## config.mk

```make
export PLATFORM = sky130hd
export DESIGN_NAME = esdi_command_sequencer
export DESIGN_NICKNAME = d
export VERILOG_FILES = /design/src/rtl/esdi_command_sequencer.sv
export SDC_FILE = /design/constraint.sdc
export NUM_CORES = 1
export LEC_CHECK = 0
export BUFFER_PORTS_ARGS = -buffer_cell sky130_fd_sc_hd__buf_2
export CAP_MARGIN = 20
export CORE_MARGIN = 2
export CORE_UTILIZATION = 60
export DETAILED_ROUTE_END_ITERATION = 6
export HOLD_SLACK_MARGIN = 0.05
export PLACE_DENSITY = 0.83
export SKIP_CTS_REPAIR_TIMING = 1
export SLEW_MARGIN = 20
export SYNTH_ARGS = -nofsm -noshare
export SYNTH_HDL_FRONTEND = slang
export SYNTH_SLANG_ARGS = --single-unit
```

## constraint.sdc

```tcl
create_clock -name aclk -period 4.5 [get_ports aclk]
set_input_delay 0.45 -clock aclk [delete_from_list [all_inputs] [get_ports aclk]]
set_output_delay 0.45 -clock aclk [all_outputs]
set_load 0.02 [all_outputs]
```

## src/rtl/esdi_command_sequencer.sv

```systemverilog
`default_nettype none
// +----------------------------------------------------------------------------+
// | Module  : esdi_command_sequencer                                           |
// | Brief   : Serialises a 16-bit ESDI command plus odd parity over the        |
// |           transfer_req/transfer_ack handshake, optionally collects the     |
// |           17-bit status reply, then waits for command_complete.            |
// |           Optional watchdog: define ESDI_CMD_TIMEOUT_EN.                   |
// | Revision: 1.0  initial release                                             |
// +----------------------------------------------------------------------------+
module esdi_command_sequencer #(
  parameter int SETUP_CYCLES   = 4,
  parameter int SYNC_STAGES    = 2,
  parameter int TIMEOUT_CYCLES = 1000000
) (
  input  logic        aclk,
  input  logic        aresetn,
  input  logic        cmd_valid,
  output logic        cmd_ready,
  input  logic [15:0] cmd_data,
  input  logic        cmd_expect_status,
  output logic        rsp_valid,
  input  logic        rsp_ready,
  output logic [15:0] rsp_status,
  output logic        rsp_parity_err,
  output logic        rsp_timeout,
  output logic        busy,
  output logic        esdi_transfer_req,
  output logic        esdi_command_data,
  input  logic        esdi_transfer_ack,
  input  logic        esdi_confstat_data,
  input  logic        esdi_command_complete
);

  localparam logic [2:0] S_IDLE      = 3'd0;
  localparam logic [2:0] S_CMD_SETUP = 3'd1;
  localparam logic [2:0] S_CMD_REQ   = 3'd2;
  localparam logic [2:0] S_CMD_REL   = 3'd3;
  localparam logic [2:0] S_STS_REQ   = 3'd4;
  localparam logic [2:0] S_STS_REL   = 3'd5;
  localparam logic [2:0] S_WAIT_CC   = 3'd6;
  localparam logic [2:0] S_DONE      = 3'd7;

  localparam int SETUP_W = $clog2(SETUP_CYCLES + 1);

  if (SETUP_CYCLES < 1) begin : g_chk_setup
    $error("SETUP_CYCLES must be >= 1");
  end
  if (SYNC_STAGES < 2) begin : g_chk_sync
    $error("SYNC_STAGES must be >= 2");
  end
  if (TIMEOUT_CYCLES < 1) begin : g_chk_timeout
    $error("TIMEOUT_CYCLES must be >= 1");
  end

  logic [SYNC_STAGES-1:0] ack_sync_q, ack_sync_d;
  logic [SYNC_STAGES-1:0] sts_sync_q, sts_sync_d;
  logic [SYNC_STAGES-1:0] cc_sync_q, cc_sync_d;
  logic                   ack_s, sts_s, cc_s;

  logic [2:0]         state_q, state_d;
  logic [SETUP_W-1:0] setup_cnt_q, setup_cnt_d;
  logic [4:0]         bits_left_q, bits_left_d;
  logic [16:0]        cmd_sr_q, cmd_sr_d;
  logic [16:0]        sts_sr_q, sts_sr_d;
  logic [4:0]         sts_cnt_q, sts_cnt_d;
  logic               expect_q, expect_d;
  logic [15:0]        rsp_status_q, rsp_status_d;
  logic               rsp_parity_err_q, rsp_parity_err_d;
  logic               rsp_timeout_q, rsp_timeout_d;

  logic accept;
  logic setup_done;
  logic last_bit;
  logic timeout_hit;

  // Status data shares the ack synchroniser depth so a bit lines up with its ack.
  always_comb begin
    ack_sync_d = {ack_sync_q[SYNC_STAGES-2:0], esdi_transfer_ack};
    sts_sync_d = {sts_sync_q[SYNC_STAGES-2:0], esdi_confstat_data};
    cc_sync_d  = {cc_sync_q[SYNC_STAGES-2:0], esdi_command_complete};
  end

  assign ack_s = ack_sync_q[SYNC_STAGES-1];
  assign sts_s = sts_sync_q[SYNC_STAGES-1];
  assign cc_s  = cc_sync_q[SYNC_STAGES-1];

  assign accept     = (state_q == S_IDLE) && cmd_valid;
  assign setup_done = (setup_cnt_q == SETUP_W'(SETUP_CYCLES - 1));
  assign last_bit   = (bits_left_q == 5'd1);

`ifdef ESDI_CMD_TIMEOUT_EN
  localparam int WD_W = $clog2(TIMEOUT_CYCLES + 1);

  logic [WD_W-1:0] wd_cnt_q, wd_cnt_d;
  logic            wd_active;

  assign wd_active = (state_q == S_CMD_REQ) || (state_q == S_CMD_REL) ||
                     (state_q == S_STS_REQ) || (state_q == S_STS_REL) ||
                     (state_q == S_WAIT_CC);
  assign timeout_hit = wd_active && (wd_cnt_q == WD_W'(TIMEOUT_CYCLES - 1));

  always_comb begin
    wd_cnt_d = '0;
    if (wd_active && (state_d == state_q)) begin
      wd_cnt_d = wd_cnt_q + 1'b1;
    end
  end

  always_ff @(posedge aclk or negedge aresetn) begin
    if (!aresetn) begin
      wd_cnt_q <= '0;
    end else begin
      wd_cnt_q <= wd_cnt_d;
    end
  end
`else
  assign timeout_hit = 1'b0;
`endif

  always_ff @(posedge aclk or negedge aresetn) begin
    if (!aresetn) begin
      ack_sync_q       <= '0;
      sts_sync_q       <= '0;
      cc_sync_q        <= '0;
      state_q          <= S_IDLE;
      setup_cnt_q      <= '0;
      bits_left_q      <= '0;
      cmd_sr_q         <= '0;
      sts_sr_q         <= '0;
      sts_cnt_q        <= '0;
      expect_q         <= 1'b0;
      rsp_status_q     <= '0;
      rsp_parity_err_q <= 1'b0;
      rsp_timeout_q    <= 1'b0;
    end else begin
      ack_sync_q       <= ack_sync_d;
      sts_sync_q       <= sts_sync_d;
      cc_sync_q        <= cc_sync_d;
      state_q          <= state_d;
      setup_cnt_q      <= setup_cnt_d;
      bits_left_q      <= bits_left_d;
      cmd_sr_q         <= cmd_sr_d;
      sts_sr_q         <= sts_sr_d;
      sts_cnt_q        <= sts_cnt_d;
      expect_q         <= expect_d;
      rsp_status_q     <= rsp_status_d;
      rsp_parity_err_q <= rsp_parity_err_d;
      rsp_timeout_q    <= rsp_timeout_d;
    end
  end

  // Leaving setup also waits for ack_s low so req can never rise into a held ack.
  always_comb begin
    state_d = state_q;
    case (state_q)
      S_IDLE:      if (cmd_valid) state_d = S_CMD_SETUP;
      S_CMD_SETUP: if (setup_done && !ack_s) state_d = S_CMD_REQ;
      S_CMD_REQ:   if (ack_s) state_d = S_CMD_REL;
      S_CMD_REL: begin
        if (!ack_s) begin
          if (!last_bit)     state_d = S_CMD_SETUP;
          else if (expect_q) state_d = S_STS_REQ;
          else               state_d = S_WAIT_CC;
        end
      end
      S_STS_REQ:   if (ack_s) state_d = S_STS_REL;
      S_STS_REL:   if (!ack_s) state_d = (sts_cnt_q == 5'd17) ? S_WAIT_CC : S_STS_REQ;
      S_WAIT_CC:   if (cc_s) state_d = S_DONE;
      S_DONE:      if (rsp_ready) state_d = S_IDLE;
      default:     state_d = S_IDLE;
    endcase
    if (timeout_hit) begin
      state_d = S_DONE;
    end
  end

  always_comb begin
    setup_cnt_d      = '0;
    bits_left_d      = bits_left_q;
    cmd_sr_d         = cmd_sr_q;
    sts_sr_d         = sts_sr_q;
    sts_cnt_d        = sts_cnt_q;
    expect_d         = expect_q;
    rsp_status_d     = rsp_status_q;
    rsp_parity_err_d = rsp_parity_err_q;
    rsp_timeout_d    = rsp_timeout_q;

    if (state_q == S_CMD_SETUP) begin
      setup_cnt_d = setup_done ? setup_cnt_q : setup_cnt_q + 1'b1;
    end

    if (accept) begin
      cmd_sr_d    = {cmd_data, ~^cmd_data};
      bits_left_d = 5'd17;
      sts_sr_d    = '0;
      sts_cnt_d   = '0;
      expect_d    = cmd_expect_status;
    end

    if ((state_q == S_CMD_REL) && !ack_s) begin
      bits_left_d = bits_left_q - 5'd1;
      if (!last_bit) begin
        cmd_sr_d = {cmd_sr_q[15:0], 1'b0};
      end
    end

    if ((state_q == S_STS_REQ) && ack_s) begin
      sts_sr_d  = {sts_sr_q[15:0], sts_s};
      sts_cnt_d = sts_cnt_q + 5'd1;
    end

    // Response fields are frozen except on the transition into DONE.
    if ((state_d == S_DONE) && (state_q != S_DONE)) begin
      rsp_timeout_d    = timeout_hit;
      rsp_status_d     = timeout_hit ? 16'h0000 : sts_sr_q[16:1];
      rsp_parity_err_d = !timeout_hit && expect_q && ~(^sts_sr_q);
    end
  end

  always_comb begin
    cmd_ready         = (state_q == S_IDLE);
    busy              = (state_q != S_IDLE);
    rsp_valid         = (state_q == S_DONE);
    esdi_transfer_req = (state_q == S_CMD_REQ) || (state_q == S_STS_REQ);
    esdi_command_data = 1'b0;
    if ((state_q == S_CMD_SETUP) || (state_q == S_CMD_REQ) || (state_q == S_CMD_REL)) begin
      esdi_command_data = cmd_sr_q[16];
    end
    rsp_status     = rsp_status_q;
    rsp_parity_err = rsp_parity_err_q;
    rsp_timeout    = rsp_timeout_q;
  end

endmodule
`default_nettype wire

```

==> out/metrics.yaml, run 1 <==
num_vias: 2485
drv_cap: 0
crit_required_ns: 4.72
synth.most_common_cell: "dfrtp_1"
async_reset_ff_frac: 1.00
initial_utilization: 0.627
dp_hpwl_microns: 4320
drt_iter0_markers: 144
syn_nets: 365
outcome: "completed"
switching_power_uw: 769
antenna_found_initial: 0
grtUsageTotal: 0.223
holdWs_ns: 0.102
yosys.area.top_type: "dfrtp_1"
crit_path_start_kind: "register"
crit_path_frequent_cell: "o21ai_0"
grt_pass1_wl_microns: 11000
place.port_buffers: 45
drc: 0
drtAntennaViolNets: 0
synth.top_cell.area_share: 0.530
synth-seq-area-share: 0.530
setup_tns_ns: 0
hold_viol_final: 0
synthFlopType: "dfrtp_1"
powerDensity_nw_per_um2: 565
setup_violations: 0
end_kind: "register"
utilization: 0.705
numCtsBuffers: 9
vias_per_cell: 5.51
cts.path.max_buffers: 2
ys_warn_count: 0
cp_max_fo: 20
max_freq_mhz: 409
syn_area_per_cell_sq_um: 10.4
die_area_sq_um: 6450
wl_microns: 6450
path_clk_slew_ns: 0.07
drt-pass1-iter-count: 4
path_cells: "nor3_2 > and2_1 > nor2_1 > o21ai_0 > o21ai_0"
slew_headroom: 0.304
dieHeight_microns: 80.3
internal_power_mw: 1.45
p_seq_frac: 0.457
cp_slowest_cell: "and2_1"
rsz0062_at_grt: "false"
fin_skew_ns: 0.00606
synth_cell_type_count: 35
synth_edf_count: 0
worstMarginPinSlew_ns: 1.04
globalplace.congestion: 0.806
io_pins: 47
grt_overflow: 0
period_share: 0.544
cts_tree: "built"
area_delta_synth_final_pct: 12.4
synthesis.area_sq_um: 3490
grt_max_degree: 49
nNetsFinal: 404
clockPowerShare: 0.231
avgRoutedWirePerCell_microns: 14.3
synthTopCellsByArea: "dfrtp_1 (53%), nand2_1 (7.2%), xnor2_1 (6.5%), mux2i_1 (5.2%), mux2_2 (5.2%)"
ys_top_cells_by_count: "dfrtp_1 (74), nand2_1 (67), o21ai_0 (28)"
min_period_ns: 2.45
grt_pass1_vias: 2358
peakVddDrop_mv: 0.316
coreArea_sq_um: 5570
crit_path_max_incr_delay_ns: 0.87
clock_sinks: 74
ys_seq_elements: 74
final_max_slew_viol_count: 0
p_sw_frac: 0.346
pwr-share-comb: 0.313
antennaDiodeCount: 0
clockRootBuffer: "clkbuf_8"
drive_above_1_share: 0.216
p_leak_nw: 1.91
crit_type: "reg2reg"
dieWidth_microns: 80.3
num_rows: 27
clock_latency_ns: 0.34
crit_arrival_ns: 2.67
netlist_instances: 335
hold_path.class: "in2async"
htree_levels: 3
[per-stage QoR]
stage	power, mW	cells	setup WS [ns]	area (sq um)
6_report	2.22	451	2.05	3930
5_1_grt	2.38	451	1.87	3930
4_1_cts	2.23	451	2.06	3920
3_5_place_dp	1.72	435	2.10	3720
3_3_place_gp	1.67	435	2.18	3720
2_1_floorplan	1.56	335	2.79	3490
[worst max-delay path: cells and delay by family (launching register included)]
family          cells  cell delay [ns]
flops               1             0.56
simple gates        3             1.46
compound gates      2             0.30
[kinds of logic after synthesis]
kind of cell | after synthesis | share of synthesized area
AND/OR/NAND/NOR | 120 | 0.153
flip-flops | 74 | 0.530
AO/OA/AOI/OAI | 40 | 0.0619
XOR/XNOR | 36 | 0.0963
multiplexers | 34 | 0.103
buffers and inverters | 24 | 0.0333
adder cells (fa/ha/maj) | 6 | 0.0215
other | 1 | 0.00107
[cell type report]
cell class	count	area (sq um)
tap	72	90.1
clock buffer	12	145
sequential	74	1850
clock inverter	4	51.3
inverter	6	22.5
fill	423	1650
timing repair buffer	46	235
multi-input combinational	237	1530
[final timing paths]
check	start	endpoint	slack (ns)	cells past startpoint
setup / recovery	state_q[2]	sts_cnt_q[2]	2.05	5
min in group aclk	esdi_confstat_data	sts_sync_q[0]	0.21	1
setup reg to reg	state_q[2]	sts_cnt_q[2]	2.05	5
max in group asynchronous	aresetn	rsp_status[3]	3.61	2
hold reg to reg	sts_sync_q[0]	sts_sync_q[1]	0.35	0
hold / removal	aresetn	cmd_sr_q[5]	0.10	1
[power by group through the flow]
stage | Combinational, mW | Sequential, mW | Clock [mW]
floorplan | 0.594 | 0.964 | 0
global placement | 0.660 | 1.01 | 0
detailed placement | 0.700 | 1.02 | 0
CTS | 0.703 | 1.01 | 0.519
global route | 0.781 | 1.04 | 0.552
finish | 0.694 | 1.01 | 0.513
[routing by layer]
| layer | up-vias | wire (microns) | global-route usage |
|---|---|---|---|
| met2 | 54 | 3010 | 0.337 |
| met4 | 0 | 115 | 0.103 |
| met3 | 10 | 237 | 0.0382 |
| met5 | - | 0 | 0 |
| li1 | 1198 | - | - |
| met1 | 1223 | 3080 | 0.318 |
[registers in the layout (all words and copies together) (netlist names)]
signal and count:
expect_q 1, cmd_sr_q 17, sts_sync_q 2, bits_left_q 5, cc_sync_q 2, state_q 3
setup_cnt_q 3, sts_cnt_q 5, sts_sr_q 17, rsp_parity_err 1, ack_sync_q 2, rsp_status 16
[layout by cell type (no fill, tap or decap), drive strengths merged, types with 2 or more instances in the layout]
master / netlist / layout
a21oi: 4 / 4
nor3: 5 / 5
buf: 11 / 46
nand2: 67 / 67
clkbuf: 7 / 12
nand3: 27 / 27
mux2: 16 / 16
xor2: 8 / 8
mux2i: 18 / 18
clkinv: 0 / 2
nor2: 13 / 13
o21ai: 31 / 31
and3: 3 / 3
dfrtp: 74 / 74
ha: 6 / 6
xnor2: 27 / 27
inv: 6 / 6
a31oi: 2 / 2
Power figures use the tool's default switching activity.
==> run 2: changes to the inputs <==
--- a/config.mk
+++ b/config.mk
@@ -8,10 +8,10 @@
 export BUFFER_PORTS_ARGS = -buffer_cell sky130_fd_sc_hd__buf_2
 export CAP_MARGIN = 20
 export CORE_MARGIN = 2
-export CORE_UTILIZATION = 60
+export CORE_UTILIZATION = 52
 export DETAILED_ROUTE_END_ITERATION = 6
 export HOLD_SLACK_MARGIN = 0.05
-export PLACE_DENSITY = 0.83
+export PLACE_DENSITY = 0.76
 export SKIP_CTS_REPAIR_TIMING = 1
 export SLEW_MARGIN = 20
 export SYNTH_ARGS = -nofsm -noshare
==> constraint.sdc (replaced) <==
create_clock -name aclk -period 2.2 [get_ports aclk]
set_input_delay 0.22 -clock aclk [delete_from_list [all_inputs] [get_ports aclk]]
set_output_delay 0.22 -clock aclk [all_outputs]
set_load 0.02 [all_outputs]
==> out/metrics.yaml, run 2 (synthesis gave the netlist of run 1 again) <==
drive_above_1_share: 0.233  # +0.0164
drv_cap: 0  # unchanged
num_vias: 2446  # -1.6%
p_seq_frac: 0.440  # -0.017
io_pins: 47  # unchanged
clockPowerShare: 0.245  # +0.014
p_sw_frac: 0.338  # -0.00801
cp_top_family: "simple AND/OR/NAND/NOR gates"
final_max_slew_viol_count: 0  # unchanged
globalplace.congestion: 0.801  # -0.66%
hold_path.class: "in2reg"
initial_utilization: 0.544  # -0.0828
dieWidth_microns: 86.0  # +7.0%
cp_slowest_cell: "dfrtp_1"
area_delta_synth_final_pct: 16.2
crit_path_start_kind: "register"
max_freq_mhz: 544  # +33%
highest_layer: "met4"
min_period_ns: 1.84  # -0.610 ns
grt_overflow: 0  # unchanged
crit_required_ns: 2.42  # -2.30 ns
sequential_cell_area_sq_um: 1850  # unchanged
critPathBufInv: 1  # +1
clock_latency_ns: 0.35  # about the same
clockRootBuffer: "clkbuf_8"
nNetsFinal: 416  # +3.0%
crit_type: "reg2reg"
grt_pass1_wl_microns: 11200  # +1.6%
place.port_buffers: 45  # unchanged
setup_tns_ns: 0  # unchanged
clock_sinks: 74  # unchanged
num_rows: 29  # +7.4%
peakVddDrop_mv: 0.735  # +130%
drt_iter0_markers: 174  # +21%
path_cells: "nor3_2 > and2_1 > buf_4 > mux2i_1 > o21ai_0"
avgRoutedWirePerCell_microns: 13.7  # -3.9%
antennaDiodeCount: 0  # unchanged
die_area_sq_um: 7390  # +15%
dr_wl_met3_microns: 286  # +21%
cp-endpoint: "cmd_sr_q[8]"
hold_viol_final: 0  # unchanged
worst_slack_ns: 0.362  # -1.69 ns
crit_start: "state_q[2]"
numCtsBuffers: 9  # unchanged
slew_headroom: 0.526  # +0.222
dp_hpwl_microns: 4380  # +1.5%
internal_power_mw: 3.09  # +110%
final_cell_mix: "dfrtp_1 (74), nand2_1 (67), buf_2 (45), o21ai_0 (28), nand3_1 (27)"
end_kind: "register"
drt-pass1-iter-count: 4  # unchanged
regToRegEndpoint: "cmd_sr_q[8]"
rr_worst_depth: 5  # unchanged
fill_cells: 525  # +24%
rr_startpoint: "state_q[2]"
worstMarginPinSlew_ns: 0.712  # -0.332 ns
outcome: "completed"
rsz0062_at_grt: "false"
cts.path.max_buffers: 2  # unchanged
setup_violations: 0  # unchanged
wl_microns: 6430  # -0.28%
place_ws_ns: 0.385  # -1.71 ns
switching_power_mw: 1.58  # +110%
cts_tree: "built"
multi_input_area_sq_um: 1530  # -0.33%
crit_arrival_ns: 2.06  # -0.61 ns
wl_met1_microns: 3040  # -1.5%
period_share: 0.836  # +0.292
cp.depth: 5  # unchanged
vias_per_cell: 5.23  # -5.1%
grt_pass1_vias: 2372  # +0.59%
pwr-share-comb: 0.315  # +0.002
grtUsageTotal: 0.193  # -0.0302
final_common_cell: "dfrtp_1"
p_leak_nw: 1.99  # +3.7%
drc: 0  # unchanged
coreArea_sq_um: 6420  # +15%
fin_skew_ns: 0.00651  # +0.000443 ns
drtAntennaViolNets: 0  # unchanged
path_clk_slew_ns: 0.08  # about the same
wl_met2_microns: 3030  # +0.56%
dieHeight_microns: 86.0  # +7.0%
htree_levels: 3  # unchanged
rrSetupSlack_ns: 0.36  # -1.69 ns
crit_path_max_incr_delay_ns: 0.50  # -0.37 ns
antenna_found_initial: 0  # unchanged
totalPowerFinal_mw: 4.67  # +110%
powerDensity_nw_per_um2: 1150  # +100%
grt_max_degree: 45  # -8.2%
cp_max_fo: 17  # -15%
==> run 2: changes by cell type in the layout (fill, tap and decap cells not counted) <==
cell           before  now
buf_4               2    8
dlygate4sd3_1       0    4
buf_12              0    1
buf_2              44   45
bufinv_16           1    2
clkbuf_1            2    1
clkbuf_8           10    9
inv_6               0    1
nor2_2              0    1
nor2_4              1    0
==> run 2: worst min path at each step <==
| stage | start | end | cells past startpoint |
|---|---|---|---|
| after CTS | aresetn | cmd_sr_q[7] | 1 |
| after global routing | cmd_expect_status | expect_q | 3 |
| after floorplan | aresetn | ack_sync_q[0] | 0 |
| after global placement | aresetn | cmd_sr_q[7] | 1 |
| final | cmd_expect_status | expect_q | 3 |
| after detailed placement | aresetn | cmd_sr_q[7] | 1 |
==> run 2: power groups by stage <==
stage	Combinational [mW]	Clock (mW)	Sequential, mW
final	1.47	1.15	2.06
after global routing	1.67	1.23	2.11
after CTS	1.48	1.17	2.05
after detailed placement	1.47	0	2.07
after global placement	1.42	0	2.05
after floorplan	1.21	0	1.97
==> run 2: layout make-up <==
type                            instances  share of cell area
Sequential cell                        74               0.456
Multi-Input combinational cell        237               0.376
Timing Repair Buffer                   58              0.0851
Clock buffer                           10              0.0314
Tap cell                               77              0.0237
Clock inverter                          6              0.0222
Inverter                                6             0.00555
==> run 2: worst register-to-register path, cell delays in order, from the launching register on <==
cell     delay, ns
dfrtp_1       0.50
nor3_2        0.34
and2_1        0.25
buf_4         0.31
mux2i_1       0.24
o21ai_0       0.09
==> run 2: routing by layer <==
layer / up-vias / global-route usage
li1: 1216 / -
met1: 1174 / 0.268
met2: 48 / 0.290
met3: 8 / 0.0472
met4: 0 / 0.0837
met5: - / 0
==> run 2: metrics by stage <==
stage / util / hold WS [ns] / instance area [sq um] / std cells
after floorplan: - / -0.0756 / 3490 / 335
after global placement: 0.592 / 0.299 / 3800 / 448
after detailed placement: 0.592 / 0.310 / 3800 / 448
after CTS: 0.626 / -0.0705 / 4020 / 464
after global routing: 0.632 / 0.0971 / 4060 / 468
final: 0.632 / 0.0921 / 4060 / 468
